`src/rtl/pe_row_feeder.sv`:
```
// Loads one row of ROW_LEN filter/ifmap pairs into a pe, alternating
// filter then ifmap words, with single-cycle enable pulses per word.
//
// Ports:
//   clk, rst                         clock, synchronous active-high reset
//   start                            begin a row (sampled in IDLE only)
//   filter_in_valid/_ready/filter_in upstream filter word stream
//   ifmap_in_valid/_ready/ifmap_in   upstream ifmap word stream
//   pe_ready                         pe may accept operands
//   filter_enable/filter             pe filter load pulse and word
//   ifmap_enable/ifmap               pe ifmap load pulse and word
//   busy                             high in any state except IDLE
//   done                             one-cycle pulse when the row is loaded
module pe_row_feeder #(
    parameter int BITWIDTH = 16,
    parameter int ROW_LEN  = 3
) (
    input  logic                clk,
    input  logic                rst,
    input  logic                start,
    input  logic                filter_in_valid,
    output logic                filter_in_ready,
    input  logic [BITWIDTH-1:0] filter_in,
    input  logic                ifmap_in_valid,
    output logic                ifmap_in_ready,
    input  logic [BITWIDTH-1:0] ifmap_in,
    input  logic                pe_ready,
    output logic                filter_enable,
    output logic [BITWIDTH-1:0] filter,
    output logic                ifmap_enable,
    output logic [BITWIDTH-1:0] ifmap,
    output logic                busy,
    output logic                done
);

    localparam int CW = $clog2(ROW_LEN + 1);
    localparam logic [CW-1:0] LAST = CW'(ROW_LEN);
    localparam logic [CW-1:0] ONE  = CW'(1);

    typedef enum logic [1:0] {
        IDLE,
        LOAD_FILT,
        LOAD_IFMAP,
        DONE
    } state_t;

    state_t        state;
    state_t        state_nx;
    logic [CW-1:0] count;
    logic [CW-1:0] count_nx;
    logic          filt_acc;
    logic          ifm_acc;

    always_comb begin
        state_nx        = state;
        count_nx        = count;
        filter_in_ready = 1'b0;
        ifmap_in_ready  = 1'b0;
        filt_acc        = 1'b0;
        ifm_acc         = 1'b0;
        busy            = 1'b1;
        done            = 1'b0;
        unique case (state)
            IDLE: begin
                busy = 1'b0;
                if (start) begin
                    state_nx = LOAD_FILT;
                    count_nx = '0;
                end
            end
            LOAD_FILT: begin
                // Ready is withheld during reset so upstream never sees a
                // handshake that the reset would silently discard.
                filter_in_ready = pe_ready & ~rst;
                filt_acc        = filter_in_valid & filter_in_ready;
                if (filt_acc) begin
                    state_nx = LOAD_IFMAP;
                end
            end
            LOAD_IFMAP: begin
                ifmap_in_ready = pe_ready & ~rst;
                ifm_acc        = ifmap_in_valid & ifmap_in_ready;
                if (ifm_acc) begin
                    count_nx = count + ONE;
                    if (count_nx == LAST) begin
                        state_nx = DONE;
                    end else begin
                        state_nx = LOAD_FILT;
                    end
                end
            end
            DONE: begin
                done     = 1'b1;
                state_nx = IDLE;
            end
            default: begin
                state_nx = IDLE;
            end
        endcase
    end

    always_ff @(posedge clk) begin
        if (rst) begin
            state         <= IDLE;
            count         <= '0;
            filter_enable <= 1'b0;
            ifmap_enable  <= 1'b0;
            filter        <= '0;
            ifmap         <= '0;
        end else begin
            state         <= state_nx;
            count         <= count_nx;
            filter_enable <= filt_acc;
            ifmap_enable  <= ifm_acc;
            if (filt_acc) begin
                filter <= filter_in;
            end
            if (ifm_acc) begin
                ifmap <= ifmap_in;
            end
        end
    end

endmodule

```
`config.mk`:
```
export PLATFORM = sky130hd
export DESIGN_NAME = pe_row_feeder
export DESIGN_NICKNAME = d
export VERILOG_FILES = /design/src/rtl/pe_row_feeder.sv
export SDC_FILE = /design/constraint.sdc
export NUM_CORES = 1
export LEC_CHECK = 0
export CAP_MARGIN = 20
export CELL_PAD_IN_SITES_DETAIL_PLACEMENT = 1
export CELL_PAD_IN_SITES_GLOBAL_PLACEMENT = 1
export CORE_UTILIZATION = 26
export CTS_CLUSTER_DIAMETER = 50
export DETAILED_ROUTE_END_ITERATION = 10
export PLACE_DENSITY_LB_ADDON = 0.12
export SYNTH_ARGS = -nofsm -noshare
export SYNTH_HDL_FRONTEND = slang
export SYNTH_SLANG_ARGS = --single-unit
export TNS_END_PERCENT = 10
```
`constraint.sdc`:
```
create_clock -name clk -period 1.3 [get_ports clk]
set_input_delay 0.26 -clock clk [delete_from_list [all_inputs] [get_ports clk]]
set_output_delay 0.26 -clock clk [all_outputs]
set_load 0.02 [all_outputs]
```
; ---- After elaboration in Yosys (flattened, before gate mapping)
; Cells that the tools add are included.
[totals]
out_inout_bits = 38
word_cells = 36
register_bits = 38
input_bits = 38
[op_classes]
add_sub_neg = 1
n_eq_ne = 7
n_bitwise = 4
reduce_logical = 4
muxes = 14
[op_table]
columns = operator, n
row1 = two-way mux 2 bit, 6
row2 = one-hot mux 2 bit (4 select lines), 1
row3 = "== test 2 bit, second input constant", 3
row4 = two-way mux 1 bit, 6
row5 = "!= test 2 bit, second input constant", 3
row6 = AND reduction 3 bit, 2
row7 = one-hot mux 2 bit (2 select lines), 1
row8 = bitwise AND 1 bit, 3
row9 = "adder 2 x 1 -> 2 bit, second input constant", 1
row10 = "== test 2 x 1 -> 1 bit, second input constant", 1
row11 = zero test 2 bit, 1
row12 = nonzero test 2 bit, 1
row13 = inverter 1 bit, 1

; ---- Logic depth before layout (Yosys ltp)
; Gate-level depths: netlist (run 1).
[logic_depth]
depth_word = 5
depth_mapped = 7
depth_no_buf = 4

; ---- Worst setup path before layout (run 1)
; No wires, ideal clock.
[synth_path]
path_kind = input to output
from = input rst
to = output filter_in_ready
n_path_buf = 3
path_slack_ns = 0.052
path_stages = 4
arrival_time_ns = 0.988
cell_sequence = buf_4 -> nor4bb_4 -> buf_6 -> clkbuf_8
[synth_between]
elab_chain_len = 3
[synth_rtl]
columns = element, line
row1 = from (decl), 19  ; input logic rst,
row2 = inverter 1 bit, 74  ; filter_in_ready = pe_ready & ~rst;
row3 = bitwise AND 1 bit, 74
row4 = two-way mux 1 bit, 63  ; unique case (state)
row5 = to (decl), 22  ; output logic filter_in_ready,
; No other way between the ends.

; ---- Worst setup path in the final report (run 1)
[layout_path]
from = register state[1]
to = output filter_in_ready
[layout_between]
elab_chain_len = 2
[layout_rtl]
columns = element, line
row1 = from (decl), 47  ; state_t state;
row2 = from (signal assigned), 111  ; state <= state_nx;
row3 = == test 2 x 1 -> 1 bit, 63
row4 = two-way mux 1 bit, 63
; No other way between the ends.

==> out/qor.txt, run 1 <==
Metal2 WL: 2250 um
Max Clk Rate: 690 MHz
Top cell type's share of synthesized area: 0.475
Die Area: 6480 um^2
Setup TNS: -0.167 ns
DRC: 0
Post-synthesis sequential area ratio: 0.475
CP Max Fanout: 3
Peak supply drop: 0.389 mV
Final Hold Viols: 0
Synth Area per Inst: 9.20 um^2
Top layer in use: met4
Detail Placement HPWL: 3290 um
Clock buffers created by TritonCTS: 5
Area of the core: 5920 um^2
Final Cycle Share: 1.11
Final-report setup violation count: 3
Starting Density: 0.270
Layout area overhead: 60.6%
Comb power frac: 0.130
Ant diodes: 0
CTS root buf: clkbuf_8
Cell area after synthesis: 1600 um^2
Critical Path End Type: primary output
Arrival @ worst endpoint: 1.19 ns
Max incr delay on CP: 0.38 ns
Met1 WL: 2070 um
Initial DRC count: 20
Final cell count without fillers: 335
Worst slew pin tran: 0.317 ns
Global-route wire length before repair: 7480 um
Clock power share: 0.396
Final ANT Viol Nets: 0
CTS Sinks: 38
Adder-Cell Fraction of Synth Area: 0.00781
Share of cells above drive strength 1: 0.192
CTS tree: done
Initial antenna violation count: 0
CP delay by family, top: flip-flops
Wire length per cell: 13.9 um
Synth Instances: 174
Htree depth: 2
Sw Share: 0.231
Mapped Nets: 213
Wire length on met3: 289 um
Total overflow reported by the global router: 0
Largest net degree at the start of global routing: 32
Via Count: 1570
Setup slack after placement: -0.786 ns
Crit path required time: 1.04 ns
Max-cap violation count: 0
Final worst slack: -0.148 ns
Power per Cell Area: 977 nW/um^2
Largest family of logic cells by synthesized area: simple AND/OR/NAND/NOR gates
Worst reg2reg startpoint: state[1]
Worst hold start: filter[13]
Io pins: 76
Routed wire length: 4670 um
Synth warn: 0
Longest Clk Path Bufs: 2
DRT Pass-1 Iters: 3
Die Span Y: 80.5 um
Post-Synth Simple-Gate Area: 0.220
Fraction of synthesized area in multiplexers: 0
Worst Path Class, Setup: flip-flop to primary output
Final net count: 298
Area fraction in compound gates after synthesis: 0.203
Critical path startpoint category: flip-flop
Synth area leader: dfxtp_1
Worst path slowest cell: dfxtp_4
Vias in the first global route: 1640
Count of buffer and inverter cells on the critical path: 1
Sw power: 0.000581 W
Leak: 1.09 nW
All-layer global routing usage: 0.150
Die width: 80.5 um
# rows: 28
Area contributors post-synth: dfxtp_1, nand3_1, o21ai_0
Hold WC Path Type: flip-flop to flip-flop
Final core utilization: 0.434
Post-layout min period: 1.45 ns
Rel. slew slack: 0.789
Post-synthesis xor/xnor area fraction: 0
Worst setup startpoint: state[1]
Vias per cell: 4.69
Crit-path cells: nor4bb_4 > buf_4
CTS clk-pin slew, worst paths: 0.08 ns
Internal power: 0.00193 W
I/O Buffers: 75
Netlist cell types: 28
Violated checks: negative setup slack
GP Congestion: 0.718
Clk_skew: 0.00682 ns
Status: finished with violations
Synth Register Bits: 38
Placed insts: 325
Slew Viols, Final: 0
Worst skew pair latency: 0.29 ns
Sequential Power Share: 0.474
RSZ-0062 raised after global routing: true
## worst paths after layout
| check | end | slack [ns] | cells past startpoint |
|---|---|---|---|
| worst max-delay path | filter_in_ready | -0.15 | 2 |
| worst min-delay path | filter[13] | 0.47 | 2 |
| worst min register to register | filter[13] | 0.47 | 2 |
| worst max register to register | filter[10] | 0.05 | 5 |
## kinds of logic after synthesis
group                      Yosys count
DFF                                 38
AOI/OAI and AO/OA                   55
and+or+nand+nor                     60
adders and majority gates            1
buffers and inverters               20
## cell type report
cell class,instances,area (um^2)
Inverter,5,33.8
Tap cell,75,93.8
Clock buffer,5,68.8
Fill cell,714,3350
Clock inverter,3,40.0
Timing Repair Buffer,93,851
Sequential cell,38,766
Multi-Input combinational cell,116,719
## flip-flops by register name, summed over array words and instances, names as in the netlist
register,flops
state,2
ifmap_enable,1
count,2
filter_enable,1
filter,16
ifmap,16
## cell usage after synthesis
master	n
nand2_1	1
a32o_1	1
clkbuf_8	2
nand2b_1	17
a21oi_1	18
clkinv_4	1
inv_1	3
and2_1	1
ha_1	1
o21ai_2	9
a311o_1	1
inv_4	1
buf_4	1
nor2b_1	1
o32ai_1	1
buf_1	1
buf_12	1
nand4bb_1	1
buf_2	5
o31ai_1	1
dfxtp_1	38
buf_6	3
nand2_4	1
clkbuf_1	2
nor4bb_4	1
nor2_1	3
nand3_1	34
o21ai_0	24
## through the flow
stage / power (W) / hold WS [ns] / instance area (um^2)
after detailed placement: 0.00155 / 0.467 / 2440
after global routing: 0.00262 / 0.490 / 2570
after floorplan: 0.00135 / 0.390 / 1600
after CTS: 0.00255 / 0.479 / 2570
after global placement: 0.00154 / 0.461 / 2440
final: 0.00251 / 0.466 / 2570
## power groups by stage
stage                     logic (W)  registers (W)  clock network (W)
final                      0.000327        0.00119           0.000996
after detailed placement   0.000326        0.00122                  0
after CTS                  0.000330        0.00119            0.00103
after global placement     0.000325        0.00122                  0
after floorplan            0.000111        0.00124                  0
after global routing       0.000351        0.00119            0.00108
## cell usage in the layout (no fill, tap or decap), types with 5 or more instances in the layout
master / n
dfxtp_1: 36
clkdlybuf4s50_1: 35
dlygate4sd2_1: 35
nand3_1: 34
nand2b_1: 17
o21ai_0: 17
a21oi_1: 17
buf_4: 17
o21ai_2: 9
o21ai_1: 7
clkbuf_8: 5
buf_6: 5
## worst reg2reg max path: stages (launching register included)
cell and delay (ns):
dfxtp_4 0.38, nor4bb_4 0.32, buf_6 0.16, buf_6 0.14
nand3_1 0.10, o21ai_1 0.09
## per-layer routing
metal	up-vias	GRT usage
met1	743	0.169
li1	775	-
met2	46	0.270
met5	-	0
met3	6	0.0466
met4	0	0.0429
## timing repair
| action | 4_1_cts | 5_1_grt |
|---|---|---|
| pin swaps | 1 | 2 |
| buffers inserted | 2 | 0 |
| resized for setup | 69 | 10 |
| endpoints found under the hold margin | 0 | 0 |
| hold buffers | 0 | 0 |
| setup endpoints to repair | 74 | 13 |
Note: power is estimated with default switching activity, not from simulation.
==> run 2: changes to the inputs <==
Settings changed: GPL_ROUTABILITY_DRIVEN set to 0.
==> results of run 2 <==
The final DEF is identical to that of run 1; final timing and power are the same.
